<file path="config.mk">
export PLATFORM = sky130hd
export DESIGN_NAME = spi_cmd_sequencer_flat
export DESIGN_NICKNAME = d
export VERILOG_FILES = /design/src/rtl/spi_seq_pkg.sv /design/src/rtl/spi_cmd_sequencer_if.sv /design/src/rtl/spi_seq_timer.sv /design/src/rtl/spi_cmd_sequencer.sv /design/src/flat_wrapper.sv
export SDC_FILE = /design/constraint.sdc
export NUM_CORES = 1
export LEC_CHECK = 0
export CORE_UTILIZATION = 49
export CTS_BUF_LIST = sky130_fd_sc_hd__clkbuf_4
export DETAILED_ROUTE_END_ITERATION = 6
export GPL_TIMING_DRIVEN = 0
export PLACE_DENSITY = 0.87
export SYNTH_ARGS = -nofsm -noshare
export SYNTH_HDL_FRONTEND = slang
export SYNTH_SLANG_ARGS = --single-unit
</file>
<file path="constraint.sdc">
create_clock -name clkin -period 3 [get_ports clkin]
set_clock_uncertainty 0.1 [all_clocks]
set_input_delay 0.45 -clock clkin [delete_from_list [all_inputs] [get_ports clkin]]
set_output_delay 0.45 -clock clkin [all_outputs]
set_load 0.02 [all_outputs]
</file>
<file path="src/rtl/spi_seq_pkg.sv">
// Shared definitions for the SPI command sequencer.
//   WORD_W / BITS_W / OP_W : data word, engine bit-count and opcode widths
//   OP_*                   : command opcodes carried on cmd_op
//   seq_state_e            : sequencer state encoding
//   bits_mask()            : mask of the valid received bits for an engine bits-1 code
package spi_seq_pkg;

  localparam int WORD_W = 16;
  localparam int BITS_W = 4;
  localparam int OP_W   = 2;

  localparam logic [OP_W-1:0] OP_CS_LOW  = 2'd0;
  localparam logic [OP_W-1:0] OP_CS_HIGH = 2'd1;
  localparam logic [OP_W-1:0] OP_XFER    = 2'd2;
  localparam logic [OP_W-1:0] OP_DELAY   = 2'd3;

  typedef enum logic [2:0] {
    ST_IDLE      = 3'd0,
    ST_GO        = 3'd1,
    ST_WAIT_BUSY = 3'd2,
    ST_WAIT_DONE = 3'd3,
    ST_DELAY     = 3'd4
  } seq_state_e;

  // bits is the engine's bits-1 code, so code 7 keeps the low 8 bits
  function automatic logic [WORD_W-1:0] bits_mask(input logic [BITS_W-1:0] bits);
    logic [WORD_W-1:0] ones;
    ones = '1;
    return ones >> (4'd15 - bits);
  endfunction

endpackage

</file>
<file path="src/rtl/spi_cmd_sequencer_if.sv">
// Command and response handshake bundle between the host/command FIFO and the sequencer.
//   cmd_valid/cmd_ready/cmd_op/cmd_data/cmd_bits : command port (host -> sequencer)
//   rsp_valid/rsp_ready/rsp_data                  : single-entry response port (sequencer -> host)
// Modports: master = host side, slave = sequencer side.
interface spi_cmd_sequencer_if;
  import spi_seq_pkg::*;

  logic              cmd_valid;
  logic              cmd_ready;
  logic [OP_W-1:0]   cmd_op;
  logic [WORD_W-1:0] cmd_data;
  logic [BITS_W-1:0] cmd_bits;
  logic              rsp_valid;
  logic              rsp_ready;
  logic [WORD_W-1:0] rsp_data;

  modport master (
    output cmd_valid, cmd_op, cmd_data, cmd_bits, rsp_ready,
    input  cmd_ready, rsp_valid, rsp_data
  );

  modport slave (
    input  cmd_valid, cmd_op, cmd_data, cmd_bits, rsp_ready,
    output cmd_ready, rsp_valid, rsp_data
  );

endinterface

</file>
<file path="src/rtl/spi_seq_timer.sv">
// Loadable down-counter with zero flag, shared by DELAY and the engine timeout.
//   clkin, rst : clock and synchronous active-high reset
//   load       : load load_val (wins over dec)
//   load_val   : value to load
//   dec        : decrement by one, saturating at zero
//   zero       : counter is zero
module spi_seq_timer #(
  parameter int CNT_W = 8
) (
  input  logic             clkin,
  input  logic             rst,
  input  logic             load,
  input  logic [CNT_W-1:0] load_val,
  input  logic             dec,
  output logic             zero
);

  logic [CNT_W-1:0] cnt_r;

  // Count register: load has priority, decrement stops at zero
  always_ff @(posedge clkin) begin
    if (rst) begin
      cnt_r <= '0;
    end else if (load) begin
      cnt_r <= load_val;
    end else if (dec && (cnt_r != '0)) begin
      cnt_r <= cnt_r - CNT_W'(1'b1);
    end
  end

  assign zero = (cnt_r == '0);

endmodule

</file>
<file path="src/rtl/spi_cmd_sequencer.sv">
// Command-driven controller in front of the sio SPI master engine. Executes CS_LOW, CS_HIGH,
// XFER and DELAY opcodes, owns chip select, pulses the engine's go and returns each received
// word on a single-entry response port.
//   clkin, rst      : clock and synchronous active-high reset (engine shares rst)
//   host            : command/response handshake bundle (slave side)
//   busy            : sequencer not idle
//   err_timeout     : sticky engine-timeout flag
//   eng_go/eng_data_i/eng_bits/eng_autocs : to engine
//   eng_state/eng_data_o                  : from engine
//   cs              : chip select pin, active low
// Optional feature: define SEQ_TIMEOUT_EN to abort an XFER when the engine has not returned
// to idle TIMEOUT_CYC cycles after go; otherwise err_timeout is tied low and waits are unbounded.
module spi_cmd_sequencer
  import spi_seq_pkg::*;
#(
  parameter int DELAY_W     = 8,
  parameter int TIMEOUT_CYC = 64
) (
  input  logic                clkin,
  input  logic                rst,
  spi_cmd_sequencer_if.slave  host,
  output logic                busy,
  output logic                err_timeout,
  output logic                eng_go,
  input  logic                eng_state,
  output logic [WORD_W-1:0]   eng_data_i,
  input  logic [WORD_W-1:0]   eng_data_o,
  output logic [BITS_W-1:0]   eng_bits,
  output logic                eng_autocs,
  output logic                cs
);

  localparam int TO_W  = (TIMEOUT_CYC > 2) ? $clog2(TIMEOUT_CYC) : 1;
  localparam int CNT_W = (DELAY_W > TO_W) ? DELAY_W : TO_W;

  seq_state_e        state_r, state_s;
  logic              cmd_ready_s, accept_s;
  logic              xfer_go_s, cs_low_s, cs_high_s, capture_s, abort_s, timeout_s;
  logic              tmr_load_s, tmr_dec_s, tmr_zero_s;
  logic [CNT_W-1:0]  tmr_val_s, delay_n_s;
  logic              delay_zero_s;
  logic              cs_r, eng_go_r, rsp_valid_r;
  logic [WORD_W-1:0] eng_data_i_r, rsp_data_r;
  logic [BITS_W-1:0] eng_bits_r;

  // A held response blocks new commands so it can never be overwritten
  assign cmd_ready_s    = !rst && (state_r == ST_IDLE) && !rsp_valid_r;
  assign accept_s       = host.cmd_valid && cmd_ready_s;
  assign delay_n_s      = CNT_W'(host.cmd_data[DELAY_W-1:0]);
  assign delay_zero_s   = (delay_n_s == '0);

  assign host.cmd_ready = cmd_ready_s;
  assign host.rsp_valid = rsp_valid_r;
  assign host.rsp_data  = rsp_data_r;
  assign busy           = (state_r != ST_IDLE);
  assign eng_go         = eng_go_r;
  assign eng_data_i     = eng_data_i_r;
  assign eng_bits       = eng_bits_r;
  assign eng_autocs     = 1'b0;
  assign cs             = cs_r;

`ifdef SEQ_TIMEOUT_EN
  assign timeout_s = tmr_zero_s &&
                     ((state_r == ST_GO) || (state_r == ST_WAIT_BUSY) || (state_r == ST_WAIT_DONE));
`else
  assign timeout_s = 1'b0;
`endif

  spi_seq_timer #(.CNT_W(CNT_W)) u_timer (
    .clkin    (clkin),
    .rst      (rst),
    .load     (tmr_load_s),
    .load_val (tmr_val_s),
    .dec      (tmr_dec_s),
    .zero     (tmr_zero_s)
  );

  // State register
  always_ff @(posedge clkin) begin
    if (rst) begin
      state_r <= ST_IDLE;
    end else begin
      state_r <= state_s;
    end
  end

  // Next-state logic
  always_comb begin
    state_s = state_r;
    case (state_r)
      ST_IDLE: begin
        if (accept_s && (host.cmd_op == OP_XFER)) begin
          state_s = ST_GO;
        end else if (accept_s && (host.cmd_op == OP_DELAY) && !delay_zero_s) begin
          state_s = ST_DELAY;
        end else begin
          state_s = ST_IDLE;
        end
      end
      ST_GO: begin
        state_s = timeout_s ? ST_IDLE : ST_WAIT_BUSY;
      end
      ST_WAIT_BUSY: begin
        if (eng_state) begin
          state_s = ST_WAIT_DONE;
        end else if (timeout_s) begin
          state_s = ST_IDLE;
        end else begin
          state_s = ST_WAIT_BUSY;
        end
      end
      ST_WAIT_DONE: begin
        state_s = (!eng_state || timeout_s) ? ST_IDLE : ST_WAIT_DONE;
      end
      ST_DELAY: begin
        state_s = tmr_zero_s ? ST_IDLE : ST_DELAY;
      end
      default: begin
        state_s = ST_IDLE;
      end
    endcase
  end

  // Per-state control strobes
  always_comb begin
    xfer_go_s  = 1'b0;
    cs_low_s   = 1'b0;
    cs_high_s  = 1'b0;
    capture_s  = 1'b0;
    abort_s    = 1'b0;
    tmr_load_s = 1'b0;
    tmr_val_s  = '0;
    tmr_dec_s  = 1'b0;
    case (state_r)
      ST_IDLE: begin
        if (accept_s) begin
          case (host.cmd_op)
            OP_CS_LOW:  cs_low_s  = 1'b1;
            OP_CS_HIGH: cs_high_s = 1'b1;
            OP_XFER: begin
              xfer_go_s = 1'b1;
`ifdef SEQ_TIMEOUT_EN
              tmr_load_s = 1'b1;
              tmr_val_s  = CNT_W'(TIMEOUT_CYC - 1);
`endif
            end
            OP_DELAY: begin
              // Loading n-1 and leaving on zero keeps the block busy exactly n cycles
              tmr_load_s = !delay_zero_s;
              tmr_val_s  = delay_n_s - CNT_W'(1'b1);
            end
            default: begin
              xfer_go_s = 1'b0;
            end
          endcase
        end else begin
          tmr_load_s = 1'b0;
        end
      end
      ST_GO: begin
        tmr_dec_s = 1'b1;
        abort_s   = timeout_s;
      end
      ST_WAIT_BUSY: begin
        tmr_dec_s = 1'b1;
        abort_s   = timeout_s && !eng_state;
      end
      ST_WAIT_DONE: begin
        tmr_dec_s = 1'b1;
        capture_s = !eng_state;
        abort_s   = timeout_s && eng_state;
      end
      ST_DELAY: begin
        tmr_dec_s = 1'b1;
      end
      default: begin
        tmr_dec_s = 1'b0;
      end
    endcase
  end

  // Registered outputs: chip select, engine request and response holding register
  always_ff @(posedge clkin) begin
    if (rst) begin
      cs_r         <= 1'b1;
      eng_go_r     <= 1'b0;
      eng_data_i_r <= '0;
      eng_bits_r   <= '0;
      rsp_valid_r  <= 1'b0;
      rsp_data_r   <= '0;
    end else begin
      eng_go_r <= xfer_go_s;
      if (xfer_go_s) begin
        eng_data_i_r <= host.cmd_data;
        eng_bits_r   <= host.cmd_bits;
      end
      if (cs_low_s) begin
        cs_r <= 1'b0;
      end else if (cs_high_s || abort_s) begin
        cs_r <= 1'b1;
      end
      if (capture_s) begin
        rsp_valid_r <= 1'b1;
        rsp_data_r  <= eng_data_o & bits_mask(eng_bits_r);
      end else if (rsp_valid_r && host.rsp_ready) begin
        rsp_valid_r <= 1'b0;
      end
    end
  end

`ifdef SEQ_TIMEOUT_EN
  logic err_timeout_r;

  // Sticky timeout flag, cleared only by reset
  always_ff @(posedge clkin) begin
    if (rst) begin
      err_timeout_r <= 1'b0;
    end else if (abort_s) begin
      err_timeout_r <= 1'b1;
    end
  end

  assign err_timeout = err_timeout_r;
`else
  assign err_timeout = 1'b0;
`endif

endmodule

</file>
<file path="src/flat_wrapper.sv">
// flat-port wrapper written by rule: the top's interface ports become plain ports
module spi_cmd_sequencer_flat import spi_seq_pkg::*;
#(
  parameter int DELAY_W     = 8,
  parameter int TIMEOUT_CYC = 64
)
  (clkin, rst, busy, err_timeout, eng_go, eng_state, eng_data_i, eng_data_o, eng_bits, eng_autocs, cs, host_cmd_valid, host_cmd_op, host_cmd_data, host_cmd_bits, host_rsp_ready, host_cmd_ready, host_rsp_valid, host_rsp_data);
  spi_cmd_sequencer_if host_i ();
  input  logic clkin;
  input  logic rst;
  output logic busy;
  output logic err_timeout;
  output logic eng_go;
  input  logic eng_state;
  output logic [WORD_W-1:0] eng_data_i;
  input  logic [WORD_W-1:0] eng_data_o;
  output logic [BITS_W-1:0] eng_bits;
  output logic eng_autocs;
  output logic cs;
  input wire logic [$bits(host_i.cmd_valid)-1:0] host_cmd_valid;
  input wire logic [$bits(host_i.cmd_op)-1:0] host_cmd_op;
  input wire logic [$bits(host_i.cmd_data)-1:0] host_cmd_data;
  input wire logic [$bits(host_i.cmd_bits)-1:0] host_cmd_bits;
  input wire logic [$bits(host_i.rsp_ready)-1:0] host_rsp_ready;
  output wire logic [$bits(host_i.cmd_ready)-1:0] host_cmd_ready;
  output wire logic [$bits(host_i.rsp_valid)-1:0] host_rsp_valid;
  output wire logic [$bits(host_i.rsp_data)-1:0] host_rsp_data;
  assign host_i.cmd_valid = host_cmd_valid;
  assign host_i.cmd_op = host_cmd_op;
  assign host_i.cmd_data = host_cmd_data;
  assign host_i.cmd_bits = host_cmd_bits;
  assign host_i.rsp_ready = host_rsp_ready;
  assign host_cmd_ready = host_i.cmd_ready;
  assign host_rsp_valid = host_i.rsp_valid;
  assign host_rsp_data = host_i.rsp_data;
  spi_cmd_sequencer #(.DELAY_W(DELAY_W), .TIMEOUT_CYC(TIMEOUT_CYC)) u_core (.clkin(clkin), .rst(rst), .host(host_i), .busy(busy), .err_timeout(err_timeout), .eng_go(eng_go), .eng_state(eng_state), .eng_data_i(eng_data_i), .eng_data_o(eng_data_o), .eng_bits(eng_bits), .eng_autocs(eng_autocs), .cs(cs));
endmodule
</file>
[Word-level counts from Yosys, hierarchy flattened]
Cells that the tools add are included.
W data, S select, Z words.
Cells by class
  add/sub/neg operators: 3
  multipliers: 0
  divide/modulo/power cells: 0
  order comparisons: 0
  eq/ne operators: 7
  shift-type cells: 1
  muxes and demuxes: 29
  bitwise logic cells: 1
  reductions and logical operators: 22
Operator list (count)
  $mux W8: 5
  $mux W1: 19
  $and A16 B16 Y16: 1
  $logic_not A8 Y1: 2
  $shr A16 B4 Y16 const A: 1
  $sub A8 B1 Y8 const B: 2
  $pmux W3 S5: 1
  $mux W3: 3
  $logic_and A1 B1 Y1: 8
  $reduce_bool A8 Y1: 1
  $eq A3 B2 Y1 const B: 2
  $reduce_bool A2 Y1: 3
  $eq A2 B2 Y1 const B: 2
  $logic_not A1 Y1: 4
  $reduce_or A4 Y1: 1
  $sub A4 B4 Y4 const A: 1
  $eq A3 B1 Y1 const B: 1
  $eq A3 B3 Y1 const B: 1
  $logic_not A3 Y1: 1
  $reduce_bool A3 Y1: 1
  $eq A2 B1 Y1 const B: 1
  $logic_not A2 Y1: 1
  $mux W2: 1
Storage, ports and cells
  flip-flop bits (word level): 50
  bits in latches: 0
  RAM bits: 0
  memory bits (read-only): 0
  input bits: 43
  output and inout bits: 43
  word-level logic and storage cells: 71
  memories: 0

[Longest topological paths before layout]
Gate-level depths: netlist (run 1).
  depth in word-level cells: 9
  gate-level depth with buffers: 7
  depth with buffers taken out: 7

[Modules after synthesis]
A second synthesis (run 1) with hierarchy kept.
Second synthesis, totals
  cell total of the unflattened synthesis: 265
  area total of the unflattened synthesis: 2343.5 µm²
By module, submodules not included
  spi_cmd_sequencer: times used 1, cells each 206, area each 1828.0 µm², seq. area each 840.8 µm²
  spi_seq_timer: times used 1, cells each 59, area each 515.5 µm², seq. area each 160.2 µm²

[Worst setup path before layout (run 1)]
No wires, ideal clock.
  kind: reg2reg
  from: register u_core.u_timer.cnt_r[0]
  to: register u_core.u_timer.cnt_r[4]
  library setup time: 0.119 ns
  arrival time: 1.593 ns
  required time: 2.781 ns
  setup slack: 1.187 ns
  cell stages (with the launch flop): 8
  path buffers: 0
  clock period less this slack: 1.813 ns
  path through: dfxtp_1 inv_1 ha_1 or3b_2 o211ai_4 nor4_1 xnor2_1 a21oi_1
Between the ends
  cells in the longest elaborated chain, start to end: 3
  elaborated cells between the ends (all ways): 6
  those cells by class: add/sub (1); mux (2); reduce/logical (3)
RTL lines
  from (decl): RTL line spi_seq_timer.sv:18  | logic [CNT_W-1:0] cnt_r;
  from (signal assigned): RTL line spi_seq_timer.sv:25  | cnt_r <= load_val;
  from (signal assigned): RTL line spi_seq_timer.sv:27  | cnt_r <= cnt_r - CNT_W'(1'b1);
  $sub A8 B1 Y8 / $reduce_bool A8 Y1 (equally long branches): RTL line spi_seq_timer.sv:27, spi_seq_timer.sv:26
  $mux W8 / $logic_and A1 B1 Y1 (equally long branches): RTL line spi_seq_timer.sv:26  | end else if (dec && (cnt_r != '0)) begin
  $mux W8 / $reduce_bool A2 Y1 (equally long branches)
Several ways; a longest one is shown, not always the timed one. The select of a mux whose other input is x is not followed.
A chain may end at the register's enable or synchronous reset.

[Worst setup path after layout (run 1)]
  from: register u_core.state_r[1]
  to: output busy
Between the ends
  cells in the longest elaborated chain, start to end: 1
RTL lines
  from (decl): RTL line spi_cmd_sequencer.sv:36  | seq_state_e state_r, state_s;
  from (signal assigned): RTL line spi_cmd_sequencer.sv:83  | state_r <= state_s;
  $reduce_bool A3 Y1: RTL line spi_cmd_sequencer.sv:55  | assign busy = (state_r != ST_IDLE);
  to (decl): RTL line flat_wrapper.sv:11  | output logic busy;
No other way between the ends.

==> results.json, run 1 <==
{
  "fin_cells": 399,
  "antenna_cells": 0,
  "power_density_mw_per_mm2": 413,
  "dieArea_mm2": 0.00490,
  "required_ns": 2.45,
  "syn_area_per_cell_um2": 8.85,
  "grtUsageTotal": 0.234,
  "globalplace.congestion": 0.870,
  "dp_cells": 391,
  "nets": 393,
  "grt_pass1_vias": 2056,
  "crit_chain": "or3_1 -> buf_2 -> clkdlybuf4s50_1",
  "maxCapViolations": 0,
  "num_rows": 24,
  "grt_start_max_net_pins": 15,
  "hold_class": "input pin to register",
  "cts-buffers-inserted": 5,
  "fin_crit_sh": 0.782,
  "slowest_stage": "clkdlybuf4s50_1",
  "wl_per_cell_um": 13.8,
  "core_area_mm2": 0.00441,
  "synth_area_leaders": "dfxtp_1, mux2i_1, a21oi_1",
  "initial_utilization": 0.513,
  "fillers": 342,
  "final.min_clock_period_ns": 2.34,
  "arrival_ns": 1.79,
  "yosys.area.top_type": "dfxtp_1",
  "cts_tree": "yes",
  "path_max_fanout": 5,
  "layout_common_cells": "clkdlybuf4s50_1, dfxtp_1, nor2_1, a21oi_1, nand2_1",
  "antenna_found_initial": 0,
  "cts_setup_buffers": 0,
  "multi_input_area_mm2": 0.00116,
  "yosys_warnings": 0,
  "ff_latch_area_mm2": 0.00100,
  "clkTransAtPathRegs_ns": 0.13,
  "setup_viol": 0,
  "drv_slew": 0,
  "setup_tns_ns": 0,
  "drc": 0,
  "total_leakage_power_nw": 1.35,
  "fin_util": 0.734,
  "critical_path_class": "register to output pin",
  "die_h_um": 70,
  "place_ws_ns": 0.471,
  "wl_um": 5490,
  "synth_ff_type": "dfxtp_1",
  "fmax_mhz": 426,
  "startpoint_type": "register",
  "drtPass1Iterations": 6,
  "whs_ns": 0.280,
  "clock-sinks": 50,
  "clk_latency_ns": 0.36,
  "io_buffers": 82,
  "clk_path_buf_depth": 2,
  "synth-edff-count": 0,
  "status": "finished, final reports clean",
  "end_kind": "output pin",
  "die_w_um": 70,
  "worst_pin_slew_ns": 0.508,
  "final.setup.worst_slack_ns": 0.655,
  "ys_ff_latch": 50,
  "ant_nets": 0,
  "ios": 86,
  "drive_above_1_share": 0.0720,
  "rsz0062_at_grt": "false",
  "cts.root.buffer_cell": "clkbuf_4",
  "syn_to_final_growth_pct": 42.9,
  "cts-htree-levels": 2,
  "synthDistinctLibCells": 43,
  "finalHoldViolations": 0,
  "netlist_instances": 256,
  "ctsHoldBuffers": 0,
  "seq_area_frac_synth": 0.442,
  "via_per_inst": 5.39,
  "mostFrequentLayoutCell": "clkdlybuf4s50_1",
  "peakVddDrop_mv": 0.290,
  "overflow": 0,
  "vias": 2152,
  "first_iter_violations": 140,
  "max_stage_delay_ns": 0.54,
  "yosysTopAreaCellShare": 0.442,
  "ys_async_sr_fraction": 0,
  "grt_pass1_wl_um": 9330,
  "netlist_area_mm2": 0.00227,
  "cts.repair.resized": 0,
  "relSlewSlack": 0.661,
  "hpwlAfterDp_um": 4280
}
[registers in the layout, summed over array words and instances (netlist names)]
| name | count |
|---|---|
| u_core.eng_bits | 4 |
| u_core.cs | 1 |
| u_core.state_r | 3 |
| u_core.eng_go | 1 |
| u_core.eng_data_i | 16 |
| u_core.host.rsp_data | 16 |
| u_core.u_timer.cnt_r | 8 |
| u_core.host.rsp_valid | 1 |
[power breakdown]
| part | switching, W | internal, W |
|---|---|---|
| clock network | 0.000203 | 0.000195 |
| registers | 0.0000161 | 0.000683 |
| logic | 0.000114 | 0.000125 |
[kinds of logic (layout without fill, tap and decap cells)]
group	after synthesis	after routing	synth area share
AND/OR/NAND/NOR	94	94	0.200
AO/OA/AOI/OAI	51	51	0.154
flip-flops	50	50	0.442
buffers and inverters	25	115	0.0491
multiplexers	22	22	0.0972
XOR/XNOR	9	9	0.0348
adder cells (fa/ha/maj)	4	4	0.0221
other	1	2	0.00165
[final timing paths]
kind / start / to / slack, ns / depth (start not counted)
setup / recovery: u_core.state_r[1] / busy / 0.66 / 3
hold / removal: rst / u_core.state_r[1] / 0.28 / 2
setup reg to reg: u_core.u_timer.cnt_r[0] / u_core.u_timer.cnt_r[3] / 0.99 / 7
hold reg to reg: u_core.host.rsp_data[3] / u_core.host.rsp_data[3] / 0.36 / 2
[per-layer routing]
layer	track usage	vias up	share of wire
met5	0	-	0
met1	0.305	997	0.44
met2	0.374	69	0.48
met4	0.0800	0	0.022
met3	0.0635	12	0.063
li1	-	1074	-
[critical path, delay by kind of cell, from the launching register on]
family                 cells  cell delay [ns]
flip-flops                 1             0.37
buffers and inverters      2             0.71
AND/OR/NAND/NOR            1             0.36
[stage by stage]
step | cell area, um2 | total power [W]
finish | 3240 | 0.00134
global route | 3240 | 0.00140
global placement | 3160 | 0.000948
CTS | 3240 | 0.00134
floorplan | 2270 | 0.000847
detailed placement | 3160 | 0.000952
[layout make-up]
| class | count | area share |
|---|---|---|
| clock buffers | 7 | 0.0162 |
| multi-input cells | 182 | 0.357 |
| repair buffers | 82 | 0.253 |
| plain buffers | 17 | 0.0251 |
| clock inverters | 1 | 0.00927 |
| flip-flops and latches | 50 | 0.309 |
| inverters | 8 | 0.00927 |
| well taps | 52 | 0.0201 |
[cell usage after synthesis (2+ instances only)]
cell type	instances
mux2i_1	22
a21oi_1	25
nand2b_1	3
and3_1	3
nand3_1	6
nor4_1	3
and2_1	3
ha_1	4
or2_2	2
o2111a_1	2
nor3_1	6
inv_1	8
dfxtp_1	50
nand4_1	4
nor2_1	31
o2111ai_1	3
o311ai_0	3
xnor2_1	6
or3_1	3
a22oi_1	2
nand2_1	24
buf_2	5
clkbuf_1	9
xor2_1	3
buf_4	3
o211ai_1	2
o21ai_0	5
(Power assumes the default switching activity.)
==> run 2, diff against run 1 <==
CORE_UTILIZATION = 41   (was 49)
PLACE_DENSITY = 0.77   (was 0.87)
clock period = 2 ns   (was 3 ns; I/O delays follow)
==> run 2 against run 1 <==
  * Power up 52%
  * First-iteration DRC count down 16%
  * Critical path depth down 2
  * Final area up 2.0%
  * Flip-flop and latch count unchanged
  * Combinational power up 57%
  * Cell count up 4.8%
  * Worst setup slack worse by 0.57 ns
  * Clock-buffer cell count down 2
  * Critical path type unchanged
  * Largest power group unchanged
  * Highest routed layer unchanged
==> results.json, run 2 (synthesis gave the netlist of run 1 again) <==
{
  "final.min_clock_period_ns": 1.92,
  "via_per_inst": 5.09,
  "path_max_fanout": 8,
  "clk_latency_ns": 0.37,
  "clkTransAtPathRegs_ns": 0.15,
  "whs_ns": 0.114,
  "grtUsageTotal": 0.210,
  "wl_per_cell_um": 14.1,
  "status": "finished, final reports clean",
  "critical_path_class": "register to output pin",
  "clock-sinks": 50,
  "min_path_cells": 2,
  "arrival_ns": 1.52,
  "nets": 394,
  "drtPass1Iterations": 4,
  "drc": 0,
  "core_area_mm2": 0.00520,
  "ctsHoldBuffers": 0,
  "cts.root.buffer_cell": "clkbuf_4",
  "cts-htree-levels": 2,
  "total_leakage_power_nw": 1.38,
  "cts_tree": "yes",
  "hpwlAfterDp_um": 4450,
  "crit_buf_inv": 1,
  "drive_above_1_share": 0.0891,
  "end_kind": "output pin",
  "crit_chain": "clkdlybuf4s50_1",
  "ff_latch_area_mm2": 0.00100,
  "ios": 86,
  "grt_pass1_vias": 2068,
  "power_density_mw_per_mm2": 614,
  "num_rows": 26,
  "overflow": 0,
  "setup_viol": 0,
  "die_w_um": 76.3,
  "antenna_cells": 0,
  "setup_tns_ns": 0,
  "wl_um": 5890,
  "die_h_um": 76.3,
  "mostFrequentLayoutCell": "clkdlybuf4s50_1",
  "rsz0062_at_grt": "false",
  "globalplace.congestion": 0.835,
  "cp.depth": 1,
  "first_iter_violations": 117,
  "io_buffers": 82,
  "rr_worst_depth": 7,
  "fmax_mhz": 521,
  "cts_setup_buffers": 0,
  "finalHoldViolations": 0,
  "ant_nets": 0,
  "relSlewSlack": 0.622,
  "fin_crit_sh": 0.960,
  "fillers": 463,
  "max_stage_delay_ns": 0.66,
  "vias": 2128,
  "startpoint_type": "register",
  "grt_pass1_wl_um": 9850,
  "antenna_found_initial": 0,
  "grt_start_max_net_pins": 17,
  "critical-path-top-delay-family": "buffers and inverters",
  "worst_pin_slew_ns": 0.563,
  "cts-buffers-inserted": 5,
  "maxCapViolations": 0,
  "slowest_stage": "clkdlybuf4s50_1",
  "peakVddDrop_mv": 0.454,
  "layout_common_cells": "clkdlybuf4s50_1, dfxtp_1, nor2_1, a21oi_1, nand2_1",
  "hold_class": "input pin to register",
  "required_ns": 1.60,
  "drv_slew": 0,
  "initial_utilization": 0.435,
  "multi_input_area_mm2": 0.00119,
  "syn_to_final_growth_pct": 45.8,
  "dieArea_mm2": 0.00583,
  "clk_path_buf_depth": 2
}
## run 2: changes by cell type in the layout (fill, tap and decap cells not counted), moves of 2 or more
| cell | delta |
|---|---|
| clkdlybuf4s50_1 | -4 |
| clkbuf_2 | +3 |
| buf_2 | -2 |
| buf_4 | +2 |
| clkbuf_1 | -2 |
| clkbuf_4 | -2 |
| dlymetal6s2s_1 | +2 |
## run 2: metrics by stage
stage / setup slack [ns] / instance area (um2) / total power [W] / util / std cells
after floorplan: 0.187 / 2270 / 0.00127 / - / 257
after CTS: 0.00710 / 3280 / 0.00203 / 0.631 / 418
after detailed placement: -0.431 / 3180 / 0.00143 / 0.611 / 409
after global placement: -0.387 / 3180 / 0.00142 / 0.611 / 409
final: 0.0809 / 3300 / 0.00203 / 0.635 / 418
after global routing: 0.000466 / 3300 / 0.00212 / 0.635 / 418
## run 2: cell type report
class | count | share of cell area
multi-input cells | 183 | 0.361
repair buffers | 82 | 0.248
flip-flops and latches | 50 | 0.303
plain buffers | 17 | 0.0269
clock buffers | 5 | 0.0114
inverters | 8 | 0.00909
clock inverters | 3 | 0.0133
well taps | 70 | 0.0265
## run 2: final timing paths
check	slack, ns	to	start
worst max-delay path	0.08	eng_bits[1]	u_core.eng_bits[1]
worst min-delay path	0.11	u_core.state_r[1]	rst
worst max register to register	0.09	u_core.u_timer.cnt_r[3]	u_core.u_timer.cnt_r[0]
worst min register to register	0.36	u_core.host.rsp_data[12]	u_core.host.rsp_data[12]
## run 2: report_power, final
part | total, W | switching, W | internal (W)
registers | 0.00105 | 0.0000267 | 0.00103
clock network | 0.000600 | 0.000334 | 0.000266
logic | 0.000376 | 0.000184 | 0.000192
## run 2: per-layer routing
layer / part of all wire / vias to the layer above / GRT usage
met5: 0 / - / 0
met4: 0.023 / 0 / 0.0846
met3: 0.054 / 14 / 0.0419
met2: 0.47 / 69 / 0.333
met1: 0.45 / 968 / 0.278
li1: - / 1077 / -
## run 2: what timing repair did
item / 4_1_cts / 5_1_grt
resized for setup: 5 / 14
pin swaps: 1 / 1
endpoints found under the setup margin: 6 / 35
gates cloned: 1 / 0
==> run 3, diff against run 2 <==
CORE_UTILIZATION = 35   (was 41)
PLACE_DENSITY = 0.68   (was 0.77)
==> run 3 against run 2 <==
  * Flip-flop and latch count stayed put
  * Critical path depth is the same
  * Fmax rose by 0.11%
==> results.json, run 3 (synthesis gave the netlist of run 1 again) <==
{
  "grt_start_max_net_pins": 16,
  "die_w_um": 82.5,
  "status": "finished, final reports clean",
  "startpoint_type": "register",
  "critical-path-top-delay-family": "buffers and inverters",
  "first_iter_violations": 64,
  "ant_nets": 0,
  "relSlewSlack": 0.645,
  "setup_viol": 0,
  "required_ns": 1.60,
  "grt_pass1_vias": 1956,
  "cts-buffers-inserted": 5,
  "wl_um": 5990,
  "cts-htree-levels": 2,
  "multi_input_area_mm2": 0.00119,
  "cts_tree": "yes",
  "grtUsageTotal": 0.187,
  "total_leakage_power_nw": 1.36,
  "die_h_um": 82.5,
  "drc": 0,
  "vias": 2127,
  "dpl-instance-area_mm2": 0.00318,
  "fmax_mhz": 522,
  "peakVddDrop_mv": 0.434,
  "crit_chain": "clkdlybuf4s50_1",
  "drtPass1Iterations": 4,
  "io_buffers": 82,
  "power_density_mw_per_mm2": 577,
  "ctsHoldBuffers": 0,
  "arrival_ns": 1.52,
  "grt_pass1_wl_um": 9480,
  "worst_pin_slew_ns": 0.533,
  "crit_buf_inv": 1,
  "drv_slew": 0,
  "critical_path_class": "register to output pin",
  "wl_per_cell_um": 14.1,
  "max_stage_delay_ns": 0.66,
  "cp.depth": 1,
  "ios": 86,
  "dp_cells": 414,
  "mostFrequentLayoutCell": "clkdlybuf4s50_1",
  "slowest_stage": "clkdlybuf4s50_1",
  "initial_utilization": 0.372,
  "num_rows": 28,
  "layout_common_cells": "clkdlybuf4s50_1, dfxtp_1, nor2_1, a21oi_1, nand2_1",
  "antenna_cells": 0,
  "min_path_cells": 2,
  "nets": 397,
  "fin_util": 0.542,
  "dieArea_mm2": 0.00680,
  "clk_latency_ns": 0.38,
  "fillers": 594,
  "drive_above_1_share": 0.103,
  "fin_crit_sh": 0.958,
  "ff_latch_area_mm2": 0.00100,
  "overflow": 0,
  "core_area_mm2": 0.00610,
  "finalHoldViolations": 0,
  "place_ws_ns": -0.401,
  "clk_path_buf_depth": 2,
  "fin_area_mm2": 0.00330,
  "hpwlAfterDp_um": 4480,
  "via_per_inst": 4.99,
  "cts.root.buffer_cell": "clkbuf_4",
  "rr_worst_depth": 8,
  "fin_cells": 426,
  "syn_to_final_growth_pct": 45.8,
  "end_kind": "output pin",
  "antenna_found_initial": 0,
  "final.setup.worst_slack_ns": 0.0830,
  "clkTransAtPathRegs_ns": 0.15,
  "globalplace.congestion": 0.795,
  "hold_class": "input pin to register",
  "maxCapViolations": 0,
  "clock-sinks": 50,
  "final.min_clock_period_ns": 1.92,
  "path_max_fanout": 8
}
-- run 3: cell types whose count changed in the layout (fill, tap and decap cells not counted), moves of 2 or more --
cell / change
clkbuf_1: +2
clkbuf_4: +3
clkdlybuf4s50_1: +2
dfxtp_1: -2
dfxtp_2: +2
dlymetal6s2s_1: -2
-- run 3: final cells by class --
| class | count | share of cell area |
|---|---|---|
| Buffer | 17 | 0.0261 |
| Clock buffer | 6 | 0.0136 |
| Clock inverter | 2 | 0.00379 |
| Inverter | 8 | 0.00909 |
| Multi-Input combinational cell | 182 | 0.360 |
| Sequential cell | 50 | 0.304 |
| Tap cell | 75 | 0.0284 |
| Timing Repair Buffer | 86 | 0.255 |
-- run 3: worst paths after layout --
| kind | from | endpoint | slack [ns] |
|---|---|---|---|
| setup / recovery | u_core.eng_bits[1] | eng_bits[1] | 0.08 |
| hold / removal | rst | u_core.state_r[1] | 0.11 |
| setup reg to reg | u_core.u_timer.cnt_r[0] | u_core.u_timer.cnt_r[3] | 0.10 |
| hold reg to reg | u_core.host.rsp_data[8] | u_core.host.rsp_data[8] | 0.36 |
-- run 3: layer usage --
metal	wire, um	GRT usage	vias to the layer above
met3	335	0.0495	8
met2	2780	0.284	56
met5	0	0	-
met4	109	0.0737	0
met1	2760	0.250	979
li1	-	-	1084
-- run 3: power breakdown --
part	total, W	internal [W]	leakage, nW	switching, W
Sequential	0.00105	0.00103	0.406	0.0000255
Combinational	0.000377	0.000199	0.920	0.000178
Clock	0.000478	0.000153	0.0337	0.000325
-- run 3: what timing repair did --
| action | 4_1_cts | 5_1_grt |
|---|---|---|
| buffers inserted | 4 | 0 |
| hold endpoints to repair | 0 | 0 |
| pin swaps | 1 | 1 |
| endpoints found under the setup margin | 5 | 27 |
| cloned | 0 | 0 |
| resized for setup | 4 | 13 |
-- run 3: through the flow --
stage	hold slack (ns)	total power (W)	TNS (ns)
finish	0.114	0.00191	0
global route	0.108	0.00200	-0.000207
CTS	0.104	0.00192	0
detailed placement	0.346	0.00143	-4.38
global placement	0.341	0.00143	-4.24
floorplan	0.328	0.00127	0
